File: src/rtl/uart_pkg.sv
// Shared types, constants and rate arithmetic for the UART receive path.
// The tick generator is kept reusable so a future transmitter can share it.
package uart_pkg;

  typedef enum logic [1:0] {
    IDLE  = 2'd0,
    START = 2'd1,
    DATA  = 2'd2,
    STOP  = 2'd3
  } uart_rx_state_t;

  localparam int UART_OVERSAMPLE = 16;
  localparam int UART_MID_SAMPLE = 7;
  localparam int UART_DATA_BITS  = 8;

  // Clock divider per oversample tick; 0 flags a nonsensical rate pair.
  function automatic int uart_div(input int clock_rate, input int baud_rate);
    int div;
    if ((clock_rate <= 0) || (baud_rate <= 0)) begin
      div = 0;
    end else begin
      div = clock_rate / (baud_rate * UART_OVERSAMPLE);
    end
    return div;
  endfunction

  function automatic bit uart_div_ok(input int clock_rate, input int baud_rate);
    return (uart_div(clock_rate, baud_rate) >= 2);
  endfunction

endpackage

File: src/rtl/uart_rx_if.sv
// Received-byte handshake plus status pulses between the receiver and its consumer.
interface uart_rx_if;
  import uart_pkg::*;

  logic [UART_DATA_BITS-1:0] data;
  logic                      data_valid;
  logic                      data_ready;
  logic                      frame_error;
  logic                      overrun;
  logic                      busy;

  modport master (
    output data,
    output data_valid,
    output frame_error,
    output overrun,
    output busy,
    input  data_ready
  );

  modport slave (
    input  data,
    input  data_valid,
    input  frame_error,
    input  overrun,
    input  busy,
    output data_ready
  );

endinterface

File: src/rtl/uart_tick_gen.sv
// Free-running oversample tick, emitted as a one-cycle clock enable every DIV clocks.
module uart_tick_gen
  import uart_pkg::*;
#(
  parameter int CLOCK_RATE = 50000000,
  parameter int BAUD_RATE  = 9600,
  parameter int OVERSAMPLE = 16
) (
  input  logic clk,
  input  logic reset,
  output logic tick
);

  localparam int DIV = uart_div(CLOCK_RATE, BAUD_RATE);
  localparam int CW  = (DIV < 2) ? 1 : $clog2(DIV);
  localparam logic [CW-1:0] LAST = CW'(DIV - 1);

  generate
    if (OVERSAMPLE != UART_OVERSAMPLE) begin : g_bad_oversample
      $error("uart_tick_gen: OVERSAMPLE must be 16");
    end
    if (!uart_div_ok(CLOCK_RATE, BAUD_RATE)) begin : g_bad_div
      $error("uart_tick_gen: CLOCK_RATE/(BAUD_RATE*16) must be at least 2");
    end
  endgenerate

  logic [CW-1:0] r_cnt;

  // Divider counter wrapping at DIV-1
  always_ff @(posedge clk) begin
    if (reset) begin
      r_cnt <= {CW{1'b0}};
    end else if (r_cnt == LAST) begin
      r_cnt <= {CW{1'b0}};
    end else begin
      r_cnt <= r_cnt + CW'(1);
    end
  end

  assign tick = (r_cnt == LAST);

endmodule

File: src/rtl/uart_rx.sv
// 8N1 UART receiver with 16x oversampling; bytes leave on a valid/ready handshake,
// framing and overwrite problems are reported as single-cycle pulses.
module uart_rx
  import uart_pkg::*;
#(
  parameter int CLOCK_RATE = 50000000,
  parameter int BAUD_RATE  = 9600,
  parameter int OVERSAMPLE = 16
) (
  input  logic        clk,
  input  logic        reset,
  input  logic        rx,
  uart_rx_if.master   bus
);

  localparam logic [3:0] MID_S  = 4'(UART_MID_SAMPLE);
  localparam logic [3:0] LAST_S = 4'(UART_OVERSAMPLE - 1);
  localparam logic [2:0] LAST_B = 3'(UART_DATA_BITS - 1);

  logic           w_tick;
  logic           r_rx_meta;
  logic           r_rx_s;
  uart_rx_state_t r_state;
  uart_rx_state_t w_state_nxt;
  logic [3:0]     r_scnt;
  logic [3:0]     w_scnt_nxt;
  logic [2:0]     r_bit_idx;
  logic [2:0]     w_bit_idx_nxt;
  logic [7:0]     r_shift;
  logic [7:0]     w_shift_nxt;
  logic [7:0]     r_data;
  logic [7:0]     w_data_nxt;
  logic           r_data_valid;
  logic           w_data_valid_nxt;
  logic           r_frame_error;
  logic           w_frame_error_nxt;
  logic           r_overrun;
  logic           w_overrun_nxt;
  logic           r_busy;
  logic           w_accept;
  logic           w_stop_hit;

  uart_tick_gen #(
    .CLOCK_RATE (CLOCK_RATE),
    .BAUD_RATE  (BAUD_RATE),
    .OVERSAMPLE (OVERSAMPLE)
  ) u_tick (
    .clk   (clk),
    .reset (reset),
    .tick  (w_tick)
  );

  assign w_accept   = r_data_valid && bus.data_ready;
  assign w_stop_hit = w_tick && (r_state == STOP) && (r_scnt == LAST_S);

  // Two-flop synchronizer; resets to the idle line level
  always_ff @(posedge clk) begin
    if (reset) begin
      r_rx_meta <= 1'b1;
      r_rx_s    <= 1'b1;
    end else begin
      r_rx_meta <= rx;
      r_rx_s    <= r_rx_meta;
    end
  end

  // FSM state, counters and registered outputs
  always_ff @(posedge clk) begin
    if (reset) begin
      r_state       <= IDLE;
      r_scnt        <= 4'd0;
      r_bit_idx     <= 3'd0;
      r_shift       <= 8'h00;
      r_data        <= 8'h00;
      r_data_valid  <= 1'b0;
      r_frame_error <= 1'b0;
      r_overrun     <= 1'b0;
      r_busy        <= 1'b0;
    end else begin
      r_state       <= w_state_nxt;
      r_scnt        <= w_scnt_nxt;
      r_bit_idx     <= w_bit_idx_nxt;
      r_shift       <= w_shift_nxt;
      r_data        <= w_data_nxt;
      r_data_valid  <= w_data_valid_nxt;
      r_frame_error <= w_frame_error_nxt;
      r_overrun     <= w_overrun_nxt;
      r_busy        <= (r_state != IDLE);
    end
  end

  // Next-state logic; a good stop both loads and keeps valid, even when accepted in the same cycle
  always_comb begin
    w_state_nxt       = r_state;
    w_scnt_nxt        = r_scnt;
    w_bit_idx_nxt     = r_bit_idx;
    w_shift_nxt       = r_shift;
    w_data_nxt        = r_data;
    w_frame_error_nxt = 1'b0;
    w_overrun_nxt     = 1'b0;
    if (w_accept) begin
      w_data_valid_nxt = 1'b0;
    end else begin
      w_data_valid_nxt = r_data_valid;
    end

    if (w_tick) begin
      case (r_state)
        IDLE: begin
          if (!r_rx_s) begin
            w_state_nxt = START;
            w_scnt_nxt  = 4'd0;
          end else begin
            w_state_nxt = IDLE;
          end
        end
        START: begin
          if (r_scnt == MID_S) begin
            if (!r_rx_s) begin
              w_state_nxt   = DATA;
              w_scnt_nxt    = 4'd0;
              w_bit_idx_nxt = 3'd0;
            end else begin
              w_state_nxt = IDLE;
            end
          end else begin
            w_scnt_nxt = r_scnt + 4'd1;
          end
        end
        DATA: begin
          if (r_scnt == LAST_S) begin
            w_shift_nxt = {r_rx_s, r_shift[7:1]};
            w_scnt_nxt  = 4'd0;
            if (r_bit_idx == LAST_B) begin
              w_state_nxt = STOP;
            end else begin
              w_bit_idx_nxt = r_bit_idx + 3'd1;
            end
          end else begin
            w_scnt_nxt = r_scnt + 4'd1;
          end
        end
        STOP: begin
          if (w_stop_hit) begin
            w_state_nxt = IDLE;
            if (r_rx_s) begin
              w_data_nxt       = r_shift;
              w_data_valid_nxt = 1'b1;
              w_overrun_nxt    = r_data_valid && !bus.data_ready;
            end else begin
              w_frame_error_nxt = 1'b1;
            end
          end else begin
            w_scnt_nxt = r_scnt + 4'd1;
          end
        end
        default: begin
          w_state_nxt = IDLE;
          w_scnt_nxt  = 4'd0;
        end
      endcase
    end else begin
      w_state_nxt = r_state;
    end
  end

  assign bus.data        = r_data;
  assign bus.data_valid  = r_data_valid;
  assign bus.frame_error = r_frame_error;
  assign bus.overrun     = r_overrun;
  assign bus.busy        = r_busy;

endmodule
File: src/flat_wrapper.sv
// flat-port wrapper written by rule: the top's interface ports become plain ports
module uart_rx_flat import uart_pkg::*;
#(
  parameter int CLOCK_RATE = 50000000,
  parameter int BAUD_RATE  = 9600,
  parameter int OVERSAMPLE = 16
)
  (clk, reset, rx, bus_data, bus_data_valid, bus_frame_error, bus_overrun, bus_busy, bus_data_ready);
  uart_rx_if bus_i ();
  input  logic clk;
  input  logic reset;
  input  logic rx;
  output wire logic [$bits(bus_i.data)-1:0] bus_data;
  output wire logic [$bits(bus_i.data_valid)-1:0] bus_data_valid;
  output wire logic [$bits(bus_i.frame_error)-1:0] bus_frame_error;
  output wire logic [$bits(bus_i.overrun)-1:0] bus_overrun;
  output wire logic [$bits(bus_i.busy)-1:0] bus_busy;
  input wire logic [$bits(bus_i.data_ready)-1:0] bus_data_ready;
  assign bus_data = bus_i.data;
  assign bus_data_valid = bus_i.data_valid;
  assign bus_frame_error = bus_i.frame_error;
  assign bus_overrun = bus_i.overrun;
  assign bus_busy = bus_i.busy;
  assign bus_i.data_ready = bus_data_ready;
  uart_rx #(.CLOCK_RATE(CLOCK_RATE), .BAUD_RATE(BAUD_RATE), .OVERSAMPLE(OVERSAMPLE)) u_core (.clk(clk), .reset(reset), .rx(rx), .bus(bus_i));
endmodule
File: config.mk
export PLATFORM = sky130hd
export DESIGN_NAME = uart_rx_flat
export DESIGN_NICKNAME = d
export VERILOG_FILES = /design/src/rtl/uart_pkg.sv /design/src/rtl/uart_rx_if.sv /design/src/rtl/uart_tick_gen.sv /design/src/rtl/uart_rx.sv /design/src/flat_wrapper.sv
export SDC_FILE = /design/constraint.sdc
export NUM_CORES = 1
export LEC_CHECK = 0
export CAP_MARGIN = 40
export CORE_UTILIZATION = 48
export DETAILED_ROUTE_END_ITERATION = 12
export MAX_ROUTING_LAYER = met4
export PLACE_DENSITY = 0.68
export SLEW_MARGIN = 20
export SYNTH_ARGS = -nofsm -noshare
export SYNTH_HDL_FRONTEND = slang
export SYNTH_SLANG_ARGS = --single-unit
export TNS_END_PERCENT = 30
File: constraint.sdc
create_clock -name clk -period 3.64 [get_ports clk]
set_clock_uncertainty 0.2 [all_clocks]
set_input_delay 0.364 -clock clk [delete_from_list [all_inputs] [get_ports clk]]
set_output_delay 0.364 -clock clk [all_outputs]
set_load 0.005 [all_outputs]
==> flow_metrics.py <==
metrics = {
    "clock_tree": {
        "clkTransAtPathRegs_ns": 0.07,
        "postCtsSetupBuffers": 0,
        "clock_path_buffers": 2,
        "cts.sinks": 40,
        "cts_resized": 0,
        "htree_levels": 2,
        "cts_buffers": 5,
        "postCtsHoldBufs": 0,
        "clk_latency_ns": 0.30,
        "cts_tree": "yes",
        "root_buffer": "clkbuf_8",
    },
    "yosys": {
        "syn_area_mm2": 0.00184,
        "yosys_warnings": 0,
        "synth_edf_count": 0,
        "syn_inst": 200,
        "ys_seq_area_share_pct": 43.6,
        "syn_area_per_cell_um2": 9.18,
        "async_reset_ff_share_pct": 0,
        "yosysTopAreaCellShare_pct": 43.6,
        "synth_nets": 214,
        "synth_largest_area_cell": "dfxtp_1",
        "synth.area.top_cells": "dfxtp_1 44%, ha_1 6.8%, mux2i_1 4.4%",
        "synth.ff_latch_count": 40,
        "synthFlopType": "dfxtp_1",
        "synth.distinct_cells": 41,
    },
    "cells_and_area": {
        "fillerInstances": 338,
        "layout_common_cells": "40 x dfxtp_1, 18 x nor2_1, 15 x clkdlybuf4s50_1, 14 x o21ai_0",
        "drive_above_1_share_pct": 11.6,
        "antenna_cells": 0,
        "fin_nets": 229,
        "syn_to_final_growth_pct": 14.5,
        "register_area_um2": 801,
        "layout.cells.non_filler": 263,
        "final_common_cell": "dfxtp_1",
        "final_core_util_pct": 57.4,
        "multi_input_area_um2": 975,
    },
    "flow_run": {
        "drv_cap": 0,
    },
    "sta": {
        "grt_setup_unrepaired": "false",
        "setup_tns_ns": 0,
        "period_minus_slack_ns": 2.31,
        "worst_pin_slew_ns": 0.516,
        "drv_slew": 0,
        "max_freq_mhz": 433,
        "setup_violations": 0,
        "slew_headroom_pct": 65.5,
        "whs_ns": 0.219,
        "finalHoldViolCount": 0,
        "fin_crit_sh_pct": 63.4,
    },
    "grt": {
        "grt_overflow": 0,
        "antenna_found_initial": 0,
        "grt_pass1_wl_um": 6620,
        "grt_usage_pct": 21.7,
        "grt_max_degree": 30,
        "grt_pass1_vias": 1458,
    },
    "placement": {
        "place_congestion": 0.785,
        "port_buffers": 15,
        "dp_hpwl_um": 2650,
        "dp.cells": 256,
    },
    "worst_setup_path": {
        "cp-end-kind": "register",
        "crit_type": "register to register",
        "worstSetupStartpointType": "register",
        "critPathArrivalTime_ns": 2.33,
        "worst-endpoint-required_ns": 3.67,
        "cp_max_fo": 11,
    },
    "routing": {
        "ant_nets": 0,
        "wl_um": 3600,
        "wire_per_inst_um": 13.7,
        "via_per_inst": 5.60,
        "first_pass_iters": 4,
        "drt-initial-drc-count": 52,
        "num_vias": 1472,
        "drc": 0,
    },
    "hold_path": {
        "min_path_type": "register to register",
    },
    "floorplanning": {
        "die_width_um": 63.8,
        "design.core.area_mm2": 0.00366,
        "io_pins": 16,
        "die-area_mm2": 0.00408,
        "die_h_um": 63.8,
        "initial_core_util_pct": 50.1,
        "placementRows": 22,
    },
    "power": {
        "cellPowerDensity_mw_per_mm2": 358,
        "p_leak_nw": 0.803,
        "fin_total_pwr_mw": 0.752,
        "peakVddDrop_mv": 0.238,
    },
    "outcome": {
        "outcome": "completed",
    },
}
-- worst paths after layout --
kind / endpoint / startpoint / cells after the start / slack (ns)
max: u_core.r_bit_idx[0] / u_core.r_state[0] / 6 / 1.33
min: u_core.r_rx_s / u_core.r_rx_meta / 1 / 0.22
max reg2reg: u_core.r_bit_idx[0] / u_core.r_state[0] / 6 / 1.33
min reg2reg: u_core.r_rx_s / u_core.r_rx_meta / 1 / 0.22
-- flip-flops by register name, summed over array words and instances, names as in the netlist, named ones only --
signal / flops
u_core.bus.data_valid: 1
u_core.bus.busy: 1
u_core.u_tick.r_cnt: 9
u_core.r_bit_idx: 3
u_core.bus.overrun: 1
u_core.r_rx_meta: 1
u_core.bus.frame_error: 1
u_core.r_rx_s: 1
u_core.r_shift: 8
u_core.r_scnt: 4
u_core.r_state: 1
u_core.bus.data: 8
-- area by class of cell --
type / count / area share (%)
Multi-Input combinational cell: 145 / 46.4
Inverter: 7 / 1.25
Clock buffer: 5 / 3.28
Tap cell: 48 / 2.86
Timing Repair Buffer: 16 / 7.50
Sequential cell: 40 / 38.1
Clock inverter: 2 / 0.596
-- cell usage after synthesis, drive strengths merged (2+ instances only) --
library cell and number:
or3 3, and4 2, o31ai 2, xor2 6, nor2 18, mux2 2, nor3 7, nand2 13
and3 3, inv 7, o21ai 14, nand3 13, buf 3, or2 3, mux2i 8, dfxtp 40
or4 2, ha 10, nand2b 3, clkbuf 5, a21oi 13, nand4 7
-- logic make-up (layout without fill, tap and decap cells) --
| logic type | count (synthesis) | after routing | share of synthesized area (%) |
|---|---|---|---|
| AO/OA/AOI/OAI | 39 | 39 | 13.0 |
| multiplexers | 10 | 10 | 5.59 |
| flip-flops | 40 | 40 | 43.6 |
| XOR/XNOR | 7 | 7 | 3.34 |
| AND/OR/NAND/NOR | 79 | 79 | 24.3 |
| buffers and inverters | 15 | 30 | 3.27 |
| adder cells (fa/ha/maj) | 10 | 10 | 6.82 |
-- power by group --
| part | total (mW) | internal (mW) | switching (mW) |
|---|---|---|---|
| Clock | 0.283 | 0.130 | 0.153 |
| Sequential | 0.447 | 0.441 | 0.00577 |
| Combinational | 0.0223 | 0.00951 | 0.0128 |
| Total | 0.752 | 0.580 | 0.172 |
-- worst max-delay path, stage by stage, from the launching register on --
cell     delay [ns]
dfxtp_1        0.38
inv_1          0.11
ha_1           0.33
mux2_2         0.30
o22a_2         0.25
or4b_1         0.51
a21oi_1        0.15
-- stage by stage --
step                      area, um^2  setup slack [ns]
final                           2100              1.33
after global routing            2100              1.22
after CTS                       2100              1.33
after detailed placement        2020              1.34
after global placement          2020              1.43
after floorplan                 1840              1.60
-- routing by layer --
layer / GRT usage (%) / routed length [um] / vias to the layer above
li1: - / - / 742
met1: 24.9 / 1620 / 703
met2: 35.9 / 1780 / 21
met3: 6.43 / 133 / 6
met4: 7.67 / 61 / 0
met5: - / 0 / -
Power figures use the tool's default switching activity.
